### config.mk
export PLATFORM = sky130hd
export DESIGN_NAME = conv_mac_sched_flat
export DESIGN_NICKNAME = d
export VERILOG_FILES = /design/src/rtl/conv_pkg.sv /design/src/rtl/conv_mac_sched_if.sv /design/src/rtl/sign_mul.sv /design/src/rtl/conv_mac_sched.sv /design/src/flat_wrapper.sv
export SDC_FILE = /design/constraint.sdc
export NUM_CORES = 1
export LEC_CHECK = 0
export CORE_MARGIN = 5
export CORE_UTILIZATION = 59
export CTS_BUF_LIST = sky130_fd_sc_hd__clkbuf_16
export DETAILED_ROUTE_END_ITERATION = 7
export DONT_BUFFER_PORTS = 1
export PLACE_DENSITY = 0.78
export SLEW_MARGIN = 20
export SYNTH_ARGS = -nofsm -noshare
export SYNTH_HDL_FRONTEND = slang
export SYNTH_SLANG_ARGS = --single-unit
### constraint.sdc
create_clock -name clk -period 5.2 [get_ports clk]
set_input_delay 0.52 -clock clk [delete_from_list [all_inputs] [get_ports clk]]
set_output_delay 0.52 -clock clk [all_outputs]
set_load 0.03 [all_outputs]
### src/rtl/conv_pkg.sv
// Shared types and defaults for the convolution MAC sequencer.
// Latency: n/a (declarations only).
// Backpressure: n/a (declarations only).
package conv_pkg;

    localparam int CONV_DW   = 8;   // fixed by the 8x8 sign_mul
    localparam int CONV_TAPS = 4;
    localparam int CONV_ACCW = 20;  // >= 2*DW + clog2(TAPS) + 1 for the default kernel

    typedef enum logic [1:0] {
        IDLE = 2'd0,
        MAC  = 2'd1,
        DONE = 2'd2
    } conv_state_t;

    typedef logic signed [CONV_DW-1:0]   sample_t;
    typedef logic signed [CONV_ACCW-1:0] acc_t;

endpackage

### src/rtl/conv_mac_sched_if.sv
// Bundle of the coefficient-load, sample-in and result-out ports of conv_mac_sched.
// Latency: n/a (wires only).
// Backpressure: in_valid/in_ready on the input side, out_valid/out_ready on the output side.
// Ports: coef_we/coef_addr/coef_data/coef_drop (config), in_valid/in_ready/in_sample,
//        out_valid/out_ready/out_data. master = sample source/consumer side, slave = the block.
interface conv_mac_sched_if
    import conv_pkg::*;
#(
    parameter int TAPS = CONV_TAPS,
    parameter int DW   = CONV_DW,
    parameter int ACCW = CONV_ACCW
);
    localparam int AW = (TAPS > 1) ? $clog2(TAPS) : 1;

    logic                   coef_we;
    logic [AW-1:0]          coef_addr;
    logic signed [DW-1:0]   coef_data;
    logic                   coef_drop;

    logic                   in_valid;
    logic                   in_ready;
    logic signed [DW-1:0]   in_sample;

    logic                   out_valid;
    logic                   out_ready;
    logic signed [ACCW-1:0] out_data;

    modport master (
        output coef_we, coef_addr, coef_data, in_valid, in_sample, out_ready,
        input  coef_drop, in_ready, out_valid, out_data
    );

    modport slave (
        input  coef_we, coef_addr, coef_data, in_valid, in_sample, out_ready,
        output coef_drop, in_ready, out_valid, out_data
    );

endinterface

### src/rtl/sign_mul.sv
// Signed 8x8 -> 16 multiplier shared by all taps of the convolution.
// Latency: combinational.
// Backpressure: none.
// Ports: A, B signed operands; P full-width signed product.
module sign_mul
    import conv_pkg::*;
(
    input  sample_t                     A,
    input  sample_t                     B,
    output logic signed [2*CONV_DW-1:0] P
);

    assign P = A * B;

endmodule

### src/rtl/conv_mac_sched.sv
// FIR/convolution sequencer: one shared multiplier walks all taps of each accepted sample.
// Latency: out_valid rises TAPS cycles after the accept edge; initiation interval TAPS+2.
// Backpressure: result held in DONE until out_ready; in_ready low outside IDLE and during rst.
// Ports: clk, rst (sync, active-high), bus (conv_mac_sched_if.slave).
module conv_mac_sched
    import conv_pkg::*;
#(
    parameter int TAPS = CONV_TAPS,
    parameter int DW   = CONV_DW,
    parameter int ACCW = CONV_ACCW
) (
    input  logic             clk,
    input  logic             rst,
    conv_mac_sched_if.slave  bus
);

    localparam int AW = (TAPS > 1) ? $clog2(TAPS) : 1;
    localparam int PW = 2 * DW;

    conv_state_t            state;
    logic [AW-1:0]          k;
    logic signed [ACCW-1:0] acc;
    sample_t                line [TAPS];
    sample_t                coef [TAPS];

    logic signed [ACCW-1:0] out_data_q;
    logic                   out_valid_q;
    logic                   coef_drop_q;

    sample_t                mul_a;
    sample_t                mul_b;
    logic signed [PW-1:0]   prod;
    logic signed [ACCW-1:0] prod_ext;
    logic signed [ACCW-1:0] acc_next;
    logic                   addr_ok;
    logic                   coef_wr;

    // Tap index selects both multiplier operands.
    assign mul_a = coef[k];
    assign mul_b = line[k];

    sign_mul u_mul (
        .A (mul_a),
        .B (mul_b),
        .P (prod)
    );

    assign prod_ext = {{(ACCW-PW){prod[PW-1]}}, prod};
    assign acc_next = acc + prod_ext;

    // Extra zero bit keeps the compare meaningful when TAPS is a power of two.
    assign addr_ok = ({1'b0, bus.coef_addr} < (AW+1)'(TAPS));
    assign coef_wr = (state == IDLE) && bus.coef_we && addr_ok;

    assign bus.in_ready  = (state == IDLE) && !rst;
    assign bus.out_valid = out_valid_q;
    assign bus.out_data  = out_data_q;
    assign bus.coef_drop = coef_drop_q;

    always_ff @(posedge clk) begin
        if (rst) begin
            state       <= IDLE;
            k           <= '0;
            acc         <= '0;
            out_data_q  <= '0;
            out_valid_q <= 1'b0;
            coef_drop_q <= 1'b0;
            for (int i = 0; i < TAPS; i++) begin
                line[i] <= '0;
                coef[i] <= '0;
            end
        end else begin
            // Any write that is not performed (busy or bad address) is flagged.
            coef_drop_q <= bus.coef_we && !coef_wr;
            // Written at the accept edge too, so the new value is used for that sample.
            if (coef_wr) begin
                coef[bus.coef_addr] <= bus.coef_data;
            end

            case (state)
                IDLE: begin
                    if (bus.in_valid) begin
                        for (int i = TAPS - 1; i > 0; i--) begin
                            line[i] <= line[i-1];
                        end
                        line[0] <= bus.in_sample;
                        acc     <= '0;
                        k       <= '0;
                        state   <= MAC;
                    end
                end
                MAC: begin
                    acc <= acc_next;
                    if (k == AW'(TAPS - 1)) begin
                        out_data_q  <= acc_next;
                        out_valid_q <= 1'b1;
                        state       <= DONE;
                    end else begin
                        k <= k + 1'b1;
                    end
                end
                DONE: begin
                    if (bus.out_ready) begin
                        out_valid_q <= 1'b0;
                        state       <= IDLE;
                    end
                end
                default: state <= IDLE;
            endcase
        end
    end

endmodule
### src/flat_wrapper.sv
// flat-port wrapper written by rule: the top's interface ports become plain ports
module conv_mac_sched_flat import conv_pkg::*;
#(
    parameter int TAPS = CONV_TAPS,
    parameter int DW   = CONV_DW,
    parameter int ACCW = CONV_ACCW
)
  (clk, rst, bus_coef_we, bus_coef_addr, bus_coef_data, bus_in_valid, bus_in_sample, bus_out_ready, bus_coef_drop, bus_in_ready, bus_out_valid, bus_out_data);
  conv_mac_sched_if #(.TAPS(TAPS), .DW(DW), .ACCW(ACCW)) bus_i ();
  input  logic clk;
  input  logic rst;
  input wire logic [$bits(bus_i.coef_we)-1:0] bus_coef_we;
  input wire logic [$bits(bus_i.coef_addr)-1:0] bus_coef_addr;
  input wire logic [$bits(bus_i.coef_data)-1:0] bus_coef_data;
  input wire logic [$bits(bus_i.in_valid)-1:0] bus_in_valid;
  input wire logic [$bits(bus_i.in_sample)-1:0] bus_in_sample;
  input wire logic [$bits(bus_i.out_ready)-1:0] bus_out_ready;
  output wire logic [$bits(bus_i.coef_drop)-1:0] bus_coef_drop;
  output wire logic [$bits(bus_i.in_ready)-1:0] bus_in_ready;
  output wire logic [$bits(bus_i.out_valid)-1:0] bus_out_valid;
  output wire logic [$bits(bus_i.out_data)-1:0] bus_out_data;
  assign bus_i.coef_we = bus_coef_we;
  assign bus_i.coef_addr = bus_coef_addr;
  assign bus_i.coef_data = bus_coef_data;
  assign bus_i.in_valid = bus_in_valid;
  assign bus_i.in_sample = bus_in_sample;
  assign bus_i.out_ready = bus_out_ready;
  assign bus_coef_drop = bus_i.coef_drop;
  assign bus_in_ready = bus_i.in_ready;
  assign bus_out_valid = bus_i.out_valid;
  assign bus_out_data = bus_i.out_data;
  conv_mac_sched #(.TAPS(TAPS), .DW(DW), .ACCW(ACCW)) u_core (.clk(clk), .rst(rst), .bus(bus_i));
endmodule
# Yosys cells after proc, flatten, opt, wreduce, memory -nomap -nowiden
# Memories as Yosys holds them, arrays and structs flattened. A register that Yosys moved wholly into a read port is not among the register bits.
# Index checks and enable logic that the tools add are counted.
[classes] n_mux=32 bitwise_logic=4 n_addsub=2 mul=1 shifts=0 div_mod_pow=0 n_lt_le_gt_ge=0 n_eq_ne=7 reduce_logical=14
[ops] op="8-bit 2-to-1 mux" n=5
[ops] op="20-bit case mux with 2 select lines" n=1
[ops] op="20-bit by 16-bit adder with 20-bit output" n=1
[ops] op="2-bit 2-to-1 mux" n=10
[ops] op="20-bit 2-to-1 mux" n=1
[ops] op="8-bit by 8-bit multiplier with 16-bit output" n=1
[ops] op="1-bit 2-to-1 mux" n=12
[ops] op="3-bit AND reduction" n=3
[ops] op="8-bit OR reduction" n=1
[ops] op="2-bit != test, second input constant" n=3
[ops] op="2-bit case mux with 3 select lines" n=1
[ops] op="2-bit equality test, second input constant" n=2
[ops] op="1-bit OR" n=4
[ops] op="2-bit case mux with 2 select lines" n=1
[ops] op="2-bit AND reduction" n=2
[ops] op="2-bit nonzero test" n=2
[ops] op="1-bit logical AND" n=3
[ops] op="2-bit by 1-bit adder with 2-bit output, second input constant" n=1
[ops] op="2-bit by 1-bit equality test with 1-bit output, second input constant" n=1
[ops] op="1-bit logical NOT" n=2
[ops] op="2-bit logical NOT" n=1
[ops] op="2-bit by 1-bit != test with 1-bit output, second input constant" n=1
[ops] op="1-bit case mux with 2 select lines" n=1
[word_totals] word_cells=68 out_inout_bits=23 latchBits=0 romBits=0 ram_bits=64 reg_bits=46 in_bits=23 mem_count=2
[mem_list] name="u_core.coef" words=4 width=8 read_ports=1 rd_ports_with_merged_regs=1 wr=4 line_no="conv_mac_sched.sv:24" text="sample_t coef [TAPS];"
[mem_list] name="u_core.line" words=4 width=8 read_ports=4 rd_ports_with_merged_regs=1 wr=4 line_no="conv_mac_sched.sv:23" text="sample_t line [TAPS];"

# Depth between registers and ports, before layout
# Gate-level depths: netlist of the first run.
[depth] ltp_word=7 depth_mapped=21

# Hierarchy
# Synthesis of the first run repeated with hierarchy kept, for this count alone.
[hier_totals] cells_unflattened=779 hier_area_um2=8069.0
[modules_own_cells] mod="conv_mac_sched" area_each_um2=5556.6 seq_area_each_um2=2882.8 cells_per_inst=495 n_inst=1
[modules_own_cells] mod="sign_mul" area_each_um2=2512.4 seq_area_each_um2=0.0 cells_per_inst=284 n_inst=1

# Worst setup path before layout of the first run
# Ideal clock, no wire load.
[synth_path] path_kind="register to register" start="register with a tool-made name" end="register u_core.acc[15]" arrival_time_ns=5.642 slack_ns=-0.569 setup_ns=0.128 synth_period_minus_slack_ns=5.769 stages_incl_launch_ff=18 required_ns=5.072 path_cell_list="dfxtp_1 > clkbuf_1 > mux4_2 > and2_1 > inv_1 > fa_1 > inv_1 > fa_1 > fa_1 > fa_1 > fa_1 > ha_1 > o211ai_1 > o211ai_2 > and4bb_4 > or3_2 > a32oi_1 > nor2_1"
[synth_lines] item="end signal, assigned" line_no="conv_mac_sched.sv:93" text="acc <= acc_next;"
[synth_lines] item="end, declared" line_no="conv_mac_sched.sv:22" text="logic signed [ACCW-1:0] acc;"

==> results.sh, run 1 <==
export IMPL_vdd_ir_drop_max_v=0.000378
export IMPL_synthTopCellsByArea="edfxtp_1 (24%), fa_1 (22%), dfxtp_1 (12%), ha_1 (7.2%), inv_1 (4.6%)"
export IMPL_clock_sinks=112
export IMPL_arrival_ns=5.88
export IMPL_clockBufferDepth=2
export IMPL_ys_ff_latch=112
export IMPL_drv_cap=0
export IMPL_p_leak_nw=4.46
export IMPL_fill_cells=809
export IMPL_crit_path_max_fanout=6
export IMPL_rrSetupSlack_ns=-0.39
export IMPL_synth_warnings=0
export IMPL_grt_pass1_vias=6575
export IMPL_rsz0062_at_grt="true"
export IMPL_netlist_top_cell_by_area="edfxtp_1"
export IMPL_grt_max_degree=50
export IMPL_synth_net_count=900
export IMPL_dr_total_vias=6147
export IMPL_drt_pass1_iterations=5
export IMPL_synth_top_area_share_pct=23.6
export IMPL_finalHoldViolCount=0
export IMPL_p_per_area_nw_per_um2=546
export IMPL_tightest_slew_ns=0.918
export IMPL_drive_gt1_share_pct=28.7
export IMPL_syn_inst=742
export IMPL_core_area_um2=13400
export IMPL_violations="negative setup slack"
export IMPL_fin_setup_tns_ns=-3.86
export IMPL_setup_ws_ns=-0.392
export IMPL_async_flop_share_pct=0
export IMPL_cp_end_kind="flop"
export IMPL_finalCritPeriodShare_pct=108
export IMPL_h_tree_depth=3
export IMPL_num_antenna_cells=0
export IMPL_synth_common_cells="inv_1 (99), fa_1 (88), edfxtp_1 (64), nand2_1 (64), and2_1 (57)"
export IMPL_wirelength_um=21600
export IMPL_nets=997
export IMPL_ant_nets=0
export IMPL_die_area_um2=16200
export IMPL_worstHoldStart="rst"
export IMPL_post_route_util_pct=75.0
export IMPL_required_ns=5.49
export IMPL_hp_class="in -> reg"
export IMPL_cts_buffers=9
export IMPL_syn_area_um2=8130
export IMPL_synth_distinct_cells=54
export IMPL_cts_tree="built"
export IMPL_dp_hpwl_um=14200
export IMPL_yosysMostFrequentCell="inv_1"
export IMPL_synth_edf_count=64
export IMPL_die_x_um=127
export IMPL_cts_hold_buf=0
export IMPL_grt_pass1_wl_um=32500
export IMPL_boundaryPins=46
export IMPL_status="complete, but fails checks"
export IMPL_place_inst=974
export IMPL_first_iter_violations=529
export IMPL_stdcell_count=1020
export IMPL_yosys_most_used_dff="edfxtp_1"
export IMPL_slew_violations=0
export IMPL_viasPerCell=6.03
export IMPL_drc=0
export IMPL_portBuffers=0
export IMPL_fin_crit_ns=5.59
export IMPL_maxSlewHeadroom_pct=38.3
export IMPL_seqCellArea_um2=2890
export IMPL_clk_latency_ns=0.37
export IMPL_overflow=0
export IMPL_fp_dieH_um=127
export IMPL_antenna_found_initial=0
export IMPL_clk_pin_slew_ns=0.08
export IMPL_area_growth_syn_to_layout_pct=23.6
export IMPL_synth_area_per_cell_um2=11.0
export IMPL_critPathKind="reg -> reg"
export IMPL_wl_per_cell_um=21.2
export IMPL_root_buffer="clkbuf_16"
export IMPL_startpoint_type="flop"
export IMPL_grt_usage_pct=25.6
export IMPL_skew_ns=0.0107
export IMPL_ys_seq_area_share_pct=35.5
export IMPL_globalplace_congestion=0.959
export IMPL_setup_violations=22
export IMPL_timing_fmax_mhz=179
export IMPL_fp_row_count=42
export IMPL_multi_input_area_um2=5350
export IMPL_initial_core_util_pct=60.7
[cell usage in the layout (no fill, tap or decap), drive strengths merged, types with 2 or more instances in the layout]
cell type / instances
mux2i: 2
a21oi: 29
xnor2: 13
o21a: 2
fa: 88
ha: 47
edfxtp: 64
nor2b: 4
mux4: 15
nand2: 64
dfxtp: 48
a22oi: 12
mux2: 2
and3: 40
clkinvlp: 2
a22o: 4
clkbuf: 9
xor2: 4
a211oi: 6
nor3b: 3
nor2: 40
o21bai: 2
buf: 111
or3: 4
o21ai: 11
o211ai: 3
nor3: 4
inv: 103
nand2b: 7
a32oi: 2
nand3: 11
or2: 4
a21o: 9
and2: 57
nand4: 2
[cell families after synthesis]
logic type                 after synthesis  synth area share, %
AOI/OAI and AO/OA                       93                 7.85
adders and majority gates              135                 28.9
DFF                                    112                 35.5
muxes                                   19                 4.68
xor gates and xnor gates                17                 1.83
buffers and inverters                  124                 5.77
and+or+nand+nor                        242                 15.5
[metal layers]
| metal | up-vias | track usage (%) | share of wire, % | routed length [um] |
|---|---|---|---|---|
| met1 | 3108 | 30.1 | 36 | 7830 |
| met3 | 86 | 4.80 | 5.6 | 1210 |
| li1 | 2688 | - | - | - |
| met2 | 265 | 45.7 | 53 | 11400 |
| met5 | - | 0 | 0 | 0 |
| met4 | 0 | 11.0 | 5.2 | 1120 |
[worst max-delay path, cell delays in order (launching register included)]
cell and delay, ns:
dfxtp_4 0.41, buf_6 0.12, mux4_2 0.58, buf_4 0.17, nand2_2 0.06, fa_1 0.44
fa_1 0.57, inv_1 0.07, fa_1 0.46, fa_1 0.52, fa_2 0.47, ha_4 0.29
o211ai_1 0.11, buf_4 0.16, buf_4 0.12, buf_4 0.12, buf_4 0.12, o21ai_0 0.20
xor2_1 0.26, a22oi_1 0.13, nor2_1 0.15
[report_power, final]
group / total, mW / internal [mW] / switching, mW
Combinational: 3.76 / 1.82 / 1.93
Clock: 0.663 / 0.326 / 0.337
Sequential: 1.07 / 1.01 / 0.0578
[area by class of cell]
class	count	share of cell area [%]
Multi-Input combinational cell	506	53.2
Sequential cell	112	28.7
Timing Repair Buffer	111	9.43
Inverter	99	3.70
Clock buffer	9	2.24
Tap cell	176	2.19
Clock inverter	7	0.486
[state kept, by name, summed over array words and instances (netlist names), named ones only]
name and flops:
u_core.coef 32, u_core.line 32, u_core.acc 20, u_core.bus.out_data 20
u_core.k 2, u_core.state 2, u_core.bus.coef_drop 1, u_core.bus.out_valid 1
[through the flow]
stage	area [um^2]	hold slack, ns	total power, mW	setup WS (ns)
final	10000	0.209	5.49	-0.392
after floorplan	8240	0.454	2.84	-0.0498
after detailed placement	9010	0.486	3.85	-0.429
after CTS	9600	0.198	4.79	-0.210
after global placement	9010	0.474	3.74	-0.384
after global routing	10000	0.197	5.83	-0.483
[path summary, 6_finish.rpt]
path / end / cells past startpoint
max reg2reg: u_core.acc[9] / 20
min: u_core.bus.out_data[14] / 1
max: u_core.acc[9] / 20
min reg2reg: u_core.acc[17] / 2
[repair_timing]
| item | 4_1_cts | 5_1_grt |
|---|---|---|
| endpoints found under the setup margin | 20 | 23 |
| buffers inserted | 17 | 15 |
| resized for setup | 44 | 63 |
| pin swaps | 28 | 36 |
Power figures use the tool's default switching activity.
==> run 2, diff against run 1 <==
Settings changed: TNS_END_PERCENT set to 50.
==> run 2 against run 1 <==
The run still ends with negative setup slack left. Critical path depth shrank 2. Maximum frequency grew 2.6%. First-iteration DRC count shrank 9.1%. Via count shrank 4.1%. Hold slack gained 0.013 ns. Sequential cell count is the same. Clock power shrank 2%. Design area shrank 1.4%. Core utilization shrank 1.1 points. Clock skew grew 0.0015 ns.
==> results.sh, run 2 (same netlist as run 1, synthesis figures left out) <==
export IMPL_required_ns=5.49
export IMPL_nets=993
export IMPL_vdd_ir_drop_max_v=0.000337
export IMPL_area_growth_syn_to_layout_pct=21.9
export IMPL_grt_usage_pct=25.4
export IMPL_clk_latency_ns=0.37
export IMPL_arrival_ns=5.74
export IMPL_drc=0
export IMPL_critPathKind="reg -> reg"
export IMPL_dp_hpwl_um=14200
export IMPL_finalCritPeriodShare_pct=105
export IMPL_wl_per_cell_um=19.5
export IMPL_initial_core_util_pct=60.7
export IMPL_layout_common_cells="inv_1 (97), buf_4 (91), fa_1 (79)"
export IMPL_r2r_cells=18
export IMPL_fin_crit_ns=5.45
export IMPL_rrSetupSlack_ns=-0.25
export IMPL_p_per_area_nw_per_um2=533
export IMPL_endpoint="u_core.bus.out_data[19]"
export IMPL_h_tree_depth=3
export IMPL_setup_violations=21
export IMPL_slew_violations=0
export IMPL_overflow=0
export IMPL_worstHoldStart="rst"
export IMPL_violations="negative setup slack"
export IMPL_num_antenna_cells=0
export IMPL_globalplace_congestion=0.959
export IMPL_clockBufferDepth=2
export IMPL_cts_buffers=9
export IMPL_grt_pass1_wl_um=32500
export IMPL_fp_row_count=42
export IMPL_finalHoldViolCount=0
export IMPL_root_buffer="clkbuf_16"
export IMPL_cts_tree="built"
export IMPL_skew_ns=0.0122
export IMPL_drv_cap=0
export IMPL_core_area_um2=13400
export IMPL_seqCellArea_um2=2890
export IMPL_boundaryPins=46
export IMPL_startpoint_type="flop"
export IMPL_die_x_um=127
export IMPL_post_route_util_pct=73.9
export IMPL_p_leak_nw=4.43
export IMPL_portBuffers=0
export IMPL_ant_nets=0
export IMPL_r2r_end="u_core.bus.out_data[19]"
export IMPL_grt_max_degree=50
export IMPL_grt_pass1_vias=6576
export IMPL_drt_pass1_iterations=5
export IMPL_dr_total_vias=5892
export IMPL_fill_cells=856
export IMPL_finalPower_mw=5.28
export IMPL_die_area_um2=16200
export IMPL_rsz0062_at_grt="true"
export IMPL_first_iter_violations=481
export IMPL_top_regs="u_core.coef x32, u_core.line x32"
export IMPL_viasPerCell=5.80
export IMPL_layout_commonest_cell="inv_1"
export IMPL_wirelength_um=19800
export IMPL_timing_fmax_mhz=183
export IMPL_setup_ws_ns=-0.252
export IMPL_crit_path_max_fanout=7
export IMPL_clk_pin_slew_ns=0.07
export IMPL_drive_gt1_share_pct=27.0
export IMPL_cp_end_kind="flop"
export IMPL_status="complete, but fails checks"
export IMPL_fp_dieH_um=127
export IMPL_clock_sinks=112
export IMPL_multi_input_area_um2=5250
export IMPL_tightest_slew_ns=0.924
export IMPL_hp_class="in -> reg"
export IMPL_maxSlewHeadroom_pct=37.9
export IMPL_antenna_found_initial=0
run 2: changes by cell type in the layout (fill, tap and decap cells not counted), sizes merged:
| cell | before | now |
|---|---|---|
| buf | 111 | 107 |
run 2: final cells by class:
| cell class | count | area share (%) |
|---|---|---|
| Clock buffer | 9 | 2.27 |
| Clock inverter | 7 | 0.493 |
| Inverter | 99 | 3.75 |
| Multi-Input combinational cell | 506 | 53.0 |
| Sequential cell | 112 | 29.1 |
| Tap cell | 176 | 2.22 |
| Timing Repair Buffer | 107 | 9.07 |
run 2: worst min-delay path by stage:
stage / to / cells after the start
after global placement: u_core.acc[5] / 2
after detailed placement: u_core.acc[3] / 2
final: u_core.bus.out_data[12] / 1
after floorplan: u_core.acc[5] / 2
after CTS: u_core.bus.out_data[19] / 1
after global routing: u_core.bus.out_data[14] / 1
run 2: report_power, final:
| group | internal [mW] | switching, mW | total (mW) | leakage (nW) |
|---|---|---|---|---|
| sequential | 1.01 | 0.0542 | 1.06 | 1.07 |
| clock | 0.326 | 0.326 | 0.652 | 0.135 |
| combinational | 1.75 | 1.82 | 3.56 | 3.23 |
| total | 3.08 | 2.20 | 5.28 | 4.43 |
run 2: what timing repair did:
action                     in CTS  in global routing
hold buffers                    0                  0
gates cloned                    0                  0
setup endpoints to repair      20                 22
pin swaps                      28                 25
gates resized for setup        43                 42
setup buffers                  17                 10
run 2: metrics by stage:
step / TNS [ns] / hold slack, ns / area (um^2) / worst slack (ns) / std cells
floorplan: -0.0769 / 0.454 / 8240 / -0.0498 / 742
global placement: -3.33 / 0.474 / 9010 / -0.384 / 974
detailed placement: -4.93 / 0.486 / 9010 / -0.429 / 974
CTS: -1.47 / 0.198 / 9590 / -0.210 / 1007
global route: -5.54 / 0.205 / 9900 / -0.420 / 1016
finish: -2.52 / 0.222 / 9900 / -0.252 / 1016
run 2: routing by layer:
metal	up-vias	part of all wire, %	global-route usage, %
met1	2995	39	30.1
li1	2675	-	-
met2	177	54	45.2
met5	-	0	0
met4	0	3.4	11.7
met3	45	4.3	4.42
run 2: critical path, stage by stage, from the launching register on:
cell      delay, ns
dfxtp_4        0.41
buf_12         0.14
mux4_2         0.58
buf_6          0.16
and2_4         0.15
fa_2           0.37
fa_1           0.49
inv_1          0.05
fa_1           0.53
inv_1          0.05
fa_2           0.37
fa_2           0.61
ha_4           0.21
o211ai_1       0.11
o211ai_2       0.16
and4bb_4       0.25
o32a_1         0.35
xor2_2         0.19
a211oi_2       0.20
